## src/rtl/psram_qspi_ctrl.sv

```systemverilog
// PSRAM QSPI sequencer: start-up delay, SPI->QSPI switch, then single-byte read/write over SIO.
// Optional macro PSRAM_RESET_SEQ_EN adds the 0x66/0x99 software reset frames to the init chain.
module psram_qspi_ctrl #(
  parameter int STARTUP_TIME = 4055,
  parameter int WAIT_CYCLES  = 6
) (
  input  logic        clk,
  input  logic        rst,
  output logic        init_done,
  output logic        ready,
  input  logic        req,
  input  logic        we,
  input  logic [22:0] addr,
  input  logic [7:0]  wdata,
  output logic [7:0]  rdata,
  output logic        rvalid,
  output logic        psram_cs_n,
  output logic        psram_sclk,
  output logic [3:0]  psram_sio_o,
  output logic        psram_sio_oe,
  input  logic [3:0]  psram_sio_i
);

  typedef enum logic [3:0] {
    S_STARTUP,
`ifdef PSRAM_RESET_SEQ_EN
    S_RST_EN,
    S_RST,
`endif
    S_QPI_EN,
    S_IDLE,
    S_CMD,
    S_ADDR,
    S_WAIT,
    S_WDATA,
    S_RDATA,
    S_DESEL
  } state_t;

  localparam logic [11:0] LP_START_LAST = 12'(STARTUP_TIME - 1);
  localparam logic [7:0]  LP_WAIT_LAST  = 8'(WAIT_CYCLES - 1);

  state_t      r_state, w_next, r_ret;
  logic [11:0] r_start_cnt;
  logic [7:0]  r_cnt;
  logic        r_phase;
  logic [7:0]  r_byte;
  logic [7:0]  r_wdata;
  logic [23:0] r_addr;
  logic        r_we;
  logic [3:0]  r_rd_hi;
  logic [7:0]  r_rdata;
  logic        r_rvalid;
  logic        r_init_done;

  logic        w_cs_n;
  logic        w_sclk;
  logic        w_oe;
  logic [3:0]  w_sio;

  // Frame states advance only on the edge closing phase B of their last bit/nibble.
  always_comb begin
    w_next = r_state;
    case (r_state)
      S_STARTUP: if (r_start_cnt == LP_START_LAST) begin
`ifdef PSRAM_RESET_SEQ_EN
        w_next = S_RST_EN;
`else
        w_next = S_QPI_EN;
`endif
      end
`ifdef PSRAM_RESET_SEQ_EN
      S_RST_EN,
      S_RST,
`endif
      S_QPI_EN:  if (r_phase && r_cnt == 8'd7) w_next = S_DESEL;
      S_IDLE:    if (req) w_next = S_CMD;
      S_CMD:     if (r_phase && r_cnt == 8'd1) w_next = S_ADDR;
      S_ADDR:    if (r_phase && r_cnt == 8'd5)
                   w_next = r_we ? S_WDATA : ((WAIT_CYCLES == 0) ? S_RDATA : S_WAIT);
      S_WAIT:    if (r_phase && r_cnt == LP_WAIT_LAST) w_next = S_RDATA;
      S_WDATA,
      S_RDATA:   if (r_phase && r_cnt == 8'd1) w_next = S_DESEL;
      S_DESEL:   if (r_cnt == 8'd1) w_next = r_ret;
      default:   w_next = S_STARTUP;
    endcase
  end

  always_comb begin
    w_cs_n = 1'b1;
    w_sclk = 1'b0;
    w_oe   = 1'b0;
    w_sio  = 4'h0;
    case (r_state)
`ifdef PSRAM_RESET_SEQ_EN
      S_RST_EN,
      S_RST,
`endif
      S_QPI_EN: begin
        w_cs_n = 1'b0;
        w_sclk = r_phase;
        w_oe   = 1'b1;
        w_sio  = {3'b000, r_byte[7]};
      end
      S_CMD,
      S_WDATA: begin
        w_cs_n = 1'b0;
        w_sclk = r_phase;
        w_oe   = 1'b1;
        w_sio  = r_byte[7:4];
      end
      S_ADDR: begin
        w_cs_n = 1'b0;
        w_sclk = r_phase;
        w_oe   = 1'b1;
        w_sio  = r_addr[23:20];
      end
      S_WAIT,
      S_RDATA: begin
        w_cs_n = 1'b0;
        w_sclk = r_phase;
      end
      default: ;
    endcase
  end

  always_ff @(posedge clk) begin
    if (rst) begin
      r_state     <= S_STARTUP;
      r_ret       <= S_IDLE;
      r_start_cnt <= 12'd0;
      r_cnt       <= 8'd0;
      r_phase     <= 1'b0;
      r_byte      <= 8'h00;
      r_wdata     <= 8'h00;
      r_addr      <= 24'h0;
      r_we        <= 1'b0;
      r_rd_hi     <= 4'h0;
      r_rdata     <= 8'h00;
      r_rvalid    <= 1'b0;
      r_init_done <= 1'b0;
    end else begin
      r_state  <= w_next;
      r_rvalid <= 1'b0;
      if (r_state == S_STARTUP) r_start_cnt <= r_start_cnt + 12'd1;

      if (w_next != r_state) begin
        r_phase <= 1'b0;
        r_cnt   <= 8'd0;
      end else if (r_state == S_DESEL) begin
        r_cnt <= r_cnt + 8'd1;
      end else if (!w_cs_n) begin
        r_phase <= ~r_phase;
        if (r_phase) r_cnt <= r_cnt + 8'd1;
      end

      // Shift out / sample in at the edge that closes phase B.
      if (r_phase && !w_cs_n) begin
        case (r_state)
`ifdef PSRAM_RESET_SEQ_EN
          S_RST_EN,
          S_RST,
`endif
          S_QPI_EN: r_byte <= {r_byte[6:0], 1'b0};
          S_CMD,
          S_WDATA:  r_byte <= {r_byte[3:0], 4'h0};
          S_ADDR:   r_addr <= {r_addr[19:0], 4'h0};
          S_RDATA: begin
            if (r_cnt == 8'd0) begin
              r_rd_hi <= psram_sio_i;
            end else begin
              r_rdata  <= {r_rd_hi, psram_sio_i};
              r_rvalid <= 1'b1;
            end
          end
          default: ;
        endcase
      end

      // State-entry loads come last so they override the shift above.
      if (w_next != r_state) begin
        case (w_next)
`ifdef PSRAM_RESET_SEQ_EN
          S_RST_EN: r_byte <= 8'h66;
          S_RST:    r_byte <= 8'h99;
`endif
          S_QPI_EN: r_byte <= 8'h35;
          S_CMD: begin
            r_byte  <= we ? 8'h38 : 8'hEB;
            r_we    <= we;
            r_addr  <= {1'b0, addr};
            r_wdata <= wdata;
          end
          S_WDATA:  r_byte <= r_wdata;
          S_DESEL: begin
            r_ret <= S_IDLE;
`ifdef PSRAM_RESET_SEQ_EN
            if (r_state == S_RST_EN) r_ret <= S_RST;
            if (r_state == S_RST)    r_ret <= S_QPI_EN;
`endif
          end
          default: ;
        endcase
      end

      if (r_state == S_DESEL && w_next == S_IDLE) r_init_done <= 1'b1;
    end
  end

  assign init_done    = r_init_done;
  assign ready        = (r_state == S_IDLE);
  assign rdata        = r_rdata;
  assign rvalid       = r_rvalid;
  assign psram_cs_n   = w_cs_n;
  assign psram_sclk   = w_sclk;
  assign psram_sio_o  = w_sio;
  assign psram_sio_oe = w_oe;

endmodule

```

## config.mk

```make
export PLATFORM = sky130hd
export DESIGN_NAME = psram_qspi_ctrl
export DESIGN_NICKNAME = d
export VERILOG_FILES = /design/src/rtl/psram_qspi_ctrl.sv
export SDC_FILE = /design/constraint.sdc
export NUM_CORES = 1
export LEC_CHECK = 0
export CORE_ASPECT_RATIO = 1.75
export CORE_MARGIN = 2
export CORE_UTILIZATION = 30
export CTS_CLUSTER_DIAMETER = 150
export CTS_CLUSTER_SIZE = 12
export DETAILED_ROUTE_END_ITERATION = 12
export SLEW_MARGIN = 30
export SYNTH_ARGS = -nofsm -noshare
export SYNTH_HDL_FRONTEND = slang
export SYNTH_SLANG_ARGS = --single-unit
export TNS_END_PERCENT = 5
```

## constraint.sdc

```tcl
create_clock -name clk -period 2.9 [get_ports clk]
set_input_delay 0.29 -clock clk [delete_from_list [all_inputs] [get_ports clk]]
set_output_delay 0.29 -clock clk [all_outputs]
set_load 0.02 [all_outputs]
```

==> results.md, run 1 <==
* EDFF count, synth at 0
* Storage element area at around 1600 sq um
* Hold depth at 2
* CTS H-Tree Depth at 3
* Antenna cells at 0
* Synth warn at 0
* Max-slew violations at 0
* Fillers at approximately 1400
* Initial Utilization at between 30% and 40%
* Root Driver: clkbuf_16
* FF-to-FF Start: r_cnt[0]$_SDFFE_PP0P_
* Final Wtd Congestion at 0.896
* Clock Path Buffers at 2
* Final Hold Fails at 0
* Final nets at between 500 and 600
* Total chip power at about 0.0025 W
* Final wirelength at just under 10000 um
* Critical Path Max Stage Delay at roughly 0.48 ns
* Final Setup Violations at 0
* Port bufs at 56
* Total GRT Usage at between 10 and 15%
* Synth cell types at 63
* Fin crit period at roughly 2.8 ns
* Avg Synthesized Cell Area at between 8 and 9 sq um
* P per Cell Area at around 480 nW/um^2
* Wire per inst at ~14 um
* Hold Crit Endpoint: r_wdata[5]$_SDFFE_PP0P_
* Pre-CTS setup slack at about 0.04 ns
* Hold Path Class: flip-flop to flip-flop
* Post-synth ARST share at 0%
* Vias per cell at roughly 5.1
* RR Endpoint: r_byte[0]$_SDFF_PP0_
* Crit-path slowest cell: or4b_4
* Mapped Area at between 3000 and 4000 sq um
* Initial DRT Pass Iterations at 4
* Worst Tran Pin Value at around 0.67 ns
* Post-synth top cells: nor2_1, dfxtp_1, mux2i_1, nand2_1, clkbuf_1
* Syn nets at 504
* CP max FO at 6
* Status: finished, final reports clean
* Grt total ovfl at 0
* Via count at approximately 3500
* Layout area overhead at 29.4%
* CTS resizes at 0
* Worst skew pair latency at roughly 0.34 ns
* Post-route cell area at between 5000 and 6000 sq um
* Clock sinks at 80
* Startpoint Class: flip-flop
* First-pass GRT wire length at 16700 um
* Critical setup path kind: flip-flop to flip-flop
* Die W at around 91 um
* RSZ-0062 raised after global routing: true
* CP cell instances: ha_2 -> or4b_4 -> o2111a_1 -> or3_4 -> o31ai_4 -> o2bb2ai_4 -> mux2_2
* Setup Skew at ~0.0060 ns
* Reg clk slew, reported paths at 0.06 ns
* Synth area leader: dfxtp_1
* CP arrival at just over 3 ns
* Worst hold margin at roughly 0.46 ns
* Relative slew margins at between 50% and 60%
* Share of layout cells above drive strength 1 at between 10 and 15%
* Reg2reg setup slack at approximately 0.09 ns
* Fmax at ~360 MHz
* Count leader, synth: nor2_1
* Core area at about 13000 sq um
* Main flop type after synthesis: dfxtp_1
* Final core utilization at roughly two fifths
* Die area at around 14000 sq um
* LEAKAGE at 2.03 nW
* Post-DP HPWL at 7360 um
* Hold_buf cts at 0
* Worst min-delay path startpoint: r_wdata[5]$_SDFFE_PP0P_
* Gate Count Post-Synth at between 400 and 500
* DRT antenna net count at 0
* TritonCTS clock tree: yes
* DRC at 0
* Total CTS buffers at 9
* Max VDD drop at approximately 0.33 mV
* IO Count at 57
* 1st-iter DRT viols at roughly 200
* Vias in the first global route at 3553
* Area post-placement at slightly below 5000 sq um
* Height of the chip at 157 um
* Multi-input logic area at around 2200 sq um
* Initial antenna violation count at 0
* # rows at 55
* Register area share after synthesis at approximately 40%
* Period utilization at between 90% and 100%
* R2R cell count at 7
* Max cap viols at 0
* Synth top area share at between 40% and 50%
* Flops & latches, synth at 80
* Postcts setup bufs at 0
* Setup ws final at between 0.08 and 0.09 ns
* Largest cells by area after synthesis: dfxtp_1, mux2i_1, nor2_1
* Data required time of the worst path at ~3.1 ns
* Largest net degree at the start of global routing at 43
* Worst setup EP type: flip-flop
critical path, delay by kind of cell (launching register included):
family | cells | cell delay, ns
AOI/OAI and AO/OA | 3 | 0.83
muxes | 1 | 0.36
and+or+nand+nor | 2 | 0.90
adders and majority gates | 1 | 0.21
DFF | 1 | 0.40
metal layers:
metal	global-route usage, %	vias up	share of wire (%)
met5	0	-	0
met4	6.93	0	2.6
met3	3.03	19	2.7
met2	27.1	65	55
met1	15.0	1650	40
li1	-	1773	-
per-stage QoR:
stage | setup TNS [ns] | std cells
2_1_floorplan | 0 | 460
3_3_place_gp | 0 | 677
3_5_place_dp | 0 | 677
4_1_cts | 0 | 692
5_1_grt | -0.0205 | 692
6_report | 0 | 692
how the worst max path moves through the flow:
stage | from | end | slack, ns | cells past startpoint
floorplan | r_cnt[0]$_SDFFE_PP0P_ | r_byte[0]$_SDFF_PP0_ | 0.10 | 8
global placement | r_cnt[1]$_SDFFE_PP0P_ | r_byte[0]$_SDFF_PP0_ | 0.1 | 8
detailed placement | r_cnt[1]$_SDFFE_PP0P_ | r_byte[0]$_SDFF_PP0_ | 0.04 | 8
CTS | r_cnt[1]$_SDFFE_PP0P_ | r_byte[0]$_SDFF_PP0_ | 0.02 | 8
global route | r_cnt[1]$_SDFFE_PP0P_ | r_byte[5]$_SDFF_PP0_ | -0.01 | 10
finish | r_cnt[0]$_SDFFE_PP0P_ | r_byte[0]$_SDFF_PP0_ | 0.09 | 7
power breakdown:
| part | total [W] | switching, W | internal (W) |
|---|---|---|---|
| clock | 0.00131 | 0.000462 | 0.000844 |
| sequential | 0.00111 | 0.00000348 | 0.00110 |
| combinational | 0.0000870 | 0.0000341 | 0.0000529 |
| total | 0.00250 | 0.000499 | 0.00200 |
placed cells by master, fill, tap and decap left out, types with 3 or more instances in the layout:
cell type and count:
a21oi_1 21, bufinv_16 3, mux2_2 3, a32oi_1 4
nor2_1 86, xor2_1 7, a211oi_1 23, xnor2_1 10
dfxtp_1 79, a32o_1 3, nor4_1 5, nand2b_1 5
or3_1 4, nor3_1 11, a311oi_1 3, inv_1 8
a31oi_1 4, nand3_1 10, nand4_1 3, ha_1 4
and3_1 8, clkdlybuf4s50_1 55, a22oi_1 4, mux2i_1 35
o31ai_1 3, nand2_1 35, clkbuf_16 9, buf_4 20
final cells by class:
cell class / instances / area share (%)
inverter: 9 / 0.654
sequential: 80 / 31.0
timing repair buffer: 77 / 14.1
clock buffer: 9 / 4.36
multi-input combinational: 340 / 43.5
clock inverter: 6 / 2.25
tap: 171 / 4.14
cell families (layout without fill, tap and decap cells):
logic type      count (synthesis)  after routing  share of synthesized area [%]
compound gates                 87             87                           16.9
xor+xnor                       17             17                           3.73
fa+ha+maj                       5              5                           1.57
buf+inv                        40            101                           4.01
flops                          80             80                           40.1
mux                            40             40                           10.3
simple gates                  191            191                           23.3
registers in the layout, indices dropped and copies added (netlist names):
signal	count
r_phase	1
r_rd_hi	4
init_done	1
r_start_cnt	12
r_cnt	8
r_we	1
rdata	8
r_byte	8
rvalid	1
r_wdata	8
r_addr	24
r_state	4
Note: power is estimated with default switching activity, not from simulation.
==> run 2, diff against run 1 <==
Settings changed: SLEW_MARGIN 30 to unset.
==> results of run 2 <==
Same layout as run 1: the final DEF is identical, and so are final timing and power.
==> run 3, diff against run 2 <==
Settings changed: CTS_BUF_LIST set to sky130_fd_sc_hd__clkbuf_4 sky130_fd_sc_hd__clkbuf_8, SETUP_SLACK_MARGIN set to 0.15.
==> results.md, run 3 (same netlist as run 1, synthesis figures left out) <==
* Status: finished, final reports clean (unchanged)
* IO Count at 57 (unchanged)
* Flop pwr share at 54.2% (was 44.3%)
* Final setup TNS at 0 ns (unchanged)
* Startpoint Class: flip-flop (unchanged)
* Final Non-Filler Cells at 694 (was 692)
* Post-route cell area at 5090 sq um (was 5160 sq um)
* Area post-placement at 4820 sq um (was 4800 sq um)
* Fillers at 1358 (was 1356)
* Initial Utilization at 30.8% (unchanged)
* Final Setup Violations at 0 (unchanged)
* Core area at 12900 sq um (unchanged)
* DRC at 0 (unchanged)
* Reg2reg setup slack at 0.08 ns (was 0.09 ns)
* Largest registers: r_addr: 24 flops, r_start_cnt: 12 flops (unchanged)
* Via count at 3510 (was 3507)
* Initial antenna violation count at 0 (unchanged)
* Grt total ovfl at 0 (unchanged)
* Int Pwr at 0.00156 W (was 0.00200 W)
* Fmax at 355 MHz (was 356 MHz)
* Height of the chip at 157 um (unchanged)
* Vias per cell at 5.06 (was 5.07)
* Setup Skew at 0.0118 ns (was 0.00605 ns)
* Reg clk slew, reported paths at 0.08 ns (was 0.06 ns)
* Hold Path Class: input pin to flip-flop (was flip-flop to flip-flop)
* Antenna cells at 0 (unchanged)
* TritonCTS clock tree: yes (unchanged)
* Total chip power at 0.00203 W (was 0.00250 W)
* Fin crit period at 2.82 ns (was 2.81 ns)
* Worst setup EP type: flip-flop (unchanged)
* Wire per inst at 14.0 um (was 14.2 um)
* Root Driver: clkbuf_8 (was clkbuf_16)
* Final wirelength at 9700 um (was 9850 um)
* 1st-iter DRT viols at 163 (was 201)
* First-pass GRT wire length at 16000 um (was 16700 um)
* Largest reg by FF count: r_addr (unchanged)
* Most common cell after layout, fill and taps aside: nor2_1 (unchanged)
* Comb pwr share at 4.3% (was 3.5%)
* P per Cell Area at 400 nW/um^2 (was 484 nW/um^2)
* CTS H-Tree Depth at 3 (unchanged)
* Most frequent cells in the layout: nor2_1, dfxtp_1, clkdlybuf4s50_1, nand2_1, mux2i_1 (unchanged)
* LEAKAGE at 1.99 nW (was 2.03 nW)
* Relative slew margins at 54.6% (was 54.9%)
* Worst Tran Pin Value at 0.675 ns (was 0.671 ns)
* Post-DP HPWL at 7190 um (was 7360 um)
* Sw Pwr at 0.000470 W (was 0.000499 W)
* Max cap viols at 0 (unchanged)
* Clock sinks at 80 (unchanged)
* Data required time of the worst path at 3.15 ns (was 3.12 ns)
* Largest net degree at the start of global routing at 43 (unchanged)
* Period utilization at 97.1% (was 96.9%)
* Critical setup path kind: flip-flop to flip-flop (unchanged)
* Clock Path Buffers at 2 (unchanged)
* Final Wtd Congestion at 0.899 (was 0.896)
* Switching share of total power at 23.1% (was 20.0%)
* Max VDD drop at 0.377 mV (was 0.325 mV)
* Final Hold Fails at 0 (unchanged)
* DRT antenna net count at 0 (unchanged)
* # rows at 55 (unchanged)
* Vias in the first global route at 3477 (was 3553)
* Layout area overhead at 27.5% (was 29.4%)
* Port bufs at 56 (unchanged)
* Max FFs per register at 24 (unchanged)
* Die W at 91.2 um (unchanged)
* Total CTS buffers at 9 (unchanged)
* Placed insts at 674 (was 677)
* Storage element area at 1610 sq um (was 1600 sq um)
* Share of layout cells above drive strength 1 at 12.4% (was 11.1%)
* Multi-input logic area at 2300 sq um (was 2250 sq um)
* Clock share of power at 41.5% (was 52.3%)
* CP arrival at 3.06 ns (was 3.03 ns)
* Max-slew violations at 0 (unchanged)
* Total GRT Usage at 13.9% (was 14.4%)
* RSZ-0062 raised after global routing: true (unchanged)
* Initial DRT Pass Iterations at 4 (unchanged)
* Final nets at 562 (was 561)
* Die area at 14300 sq um (unchanged)
* CP max FO at 8 (was 6)
* Worst skew pair latency at 0.36 ns (was 0.34 ns)
## run 3: cell types whose count changed in the layout (fill, tap and decap cells not counted), moves of 2 or more
cell	change
bufinv_16	-2
clkbuf_16	-9
clkbuf_8	+9
clkinvlp_4	+2
dfxtp_1	-2
dfxtp_4	+2
mux2_2	-3
mux2_4	+4
## run 3: cell type report
type	count	share of cell area (%)
well taps	171	4.20
multi-input cells	340	45.1
clock buffers	10	2.58
repair buffers	78	14.4
inverters	9	0.713
flip-flops and latches	80	31.6
clock inverters	6	1.33
## run 3: per-layer routing
layer	global-route usage [%]	share of wire (%)	vias up
met5	0	0	-
met4	6.57	2.8	0
met3	3.08	3.0	22
met2	25.8	53	62
met1	14.6	41	1659
li1	-	-	1767
## run 3: power by group through the flow
stage	Combinational, W	Sequential, W	Clock (W)
global route	0.0000947	0.00110	0.000910
finish	0.0000876	0.00110	0.000845
detailed placement	0.0000881	0.00113	0
floorplan	0.0000270	0.00113	0
CTS	0.0000884	0.00110	0.000865
global placement	0.0000874	0.00113	0
## run 3: repair_timing
item                                    CTS  global route
endpoints found under the setup margin   15            19
pin swaps                                 0             4
setup buffers                             0             4
gates resized for setup                   1             8
endpoints found under the hold margin     0             0
hold buffers                              0             0
## run 3: critical path, stage by stage (launching register included)
cell and delay, ns:
dfxtp_4 0.37, inv_4 0.06, ha_4 0.13, or4b_4 0.51
o2111a_2 0.32, or3_4 0.41, o31ai_4 0.36, buf_4 0.18
a2bb2oi_4 0.06, mux2_4 0.30
## run 3: stage by stage
step	hold slack [ns]	util, %	setup slack, ns
2_1_floorplan	0.426	-	0.129
3_3_place_gp	0.449	37.2	0.164
3_5_place_dp	0.448	37.2	0.0982
4_1_cts	0.389	38.8	0.0875
5_1_grt	0.423	39.3	0.0218
6_report	0.409	39.3	0.0838
## run 3: worst paths after layout
| check | startpoint | to | cells after the start |
|---|---|---|---|
| max | r_cnt[1]$_SDFFE_PP0P_ | r_byte[6]$_SDFF_PP0_ | 9 |
| min | rst | r_addr[0]$_SDFF_PP0_ | 2 |
| max reg2reg | r_cnt[1]$_SDFFE_PP0P_ | r_byte[6]$_SDFF_PP0_ | 9 |
| min reg2reg | r_wdata[5]$_SDFFE_PP0P_ | r_wdata[5]$_SDFFE_PP0P_ | 2 |
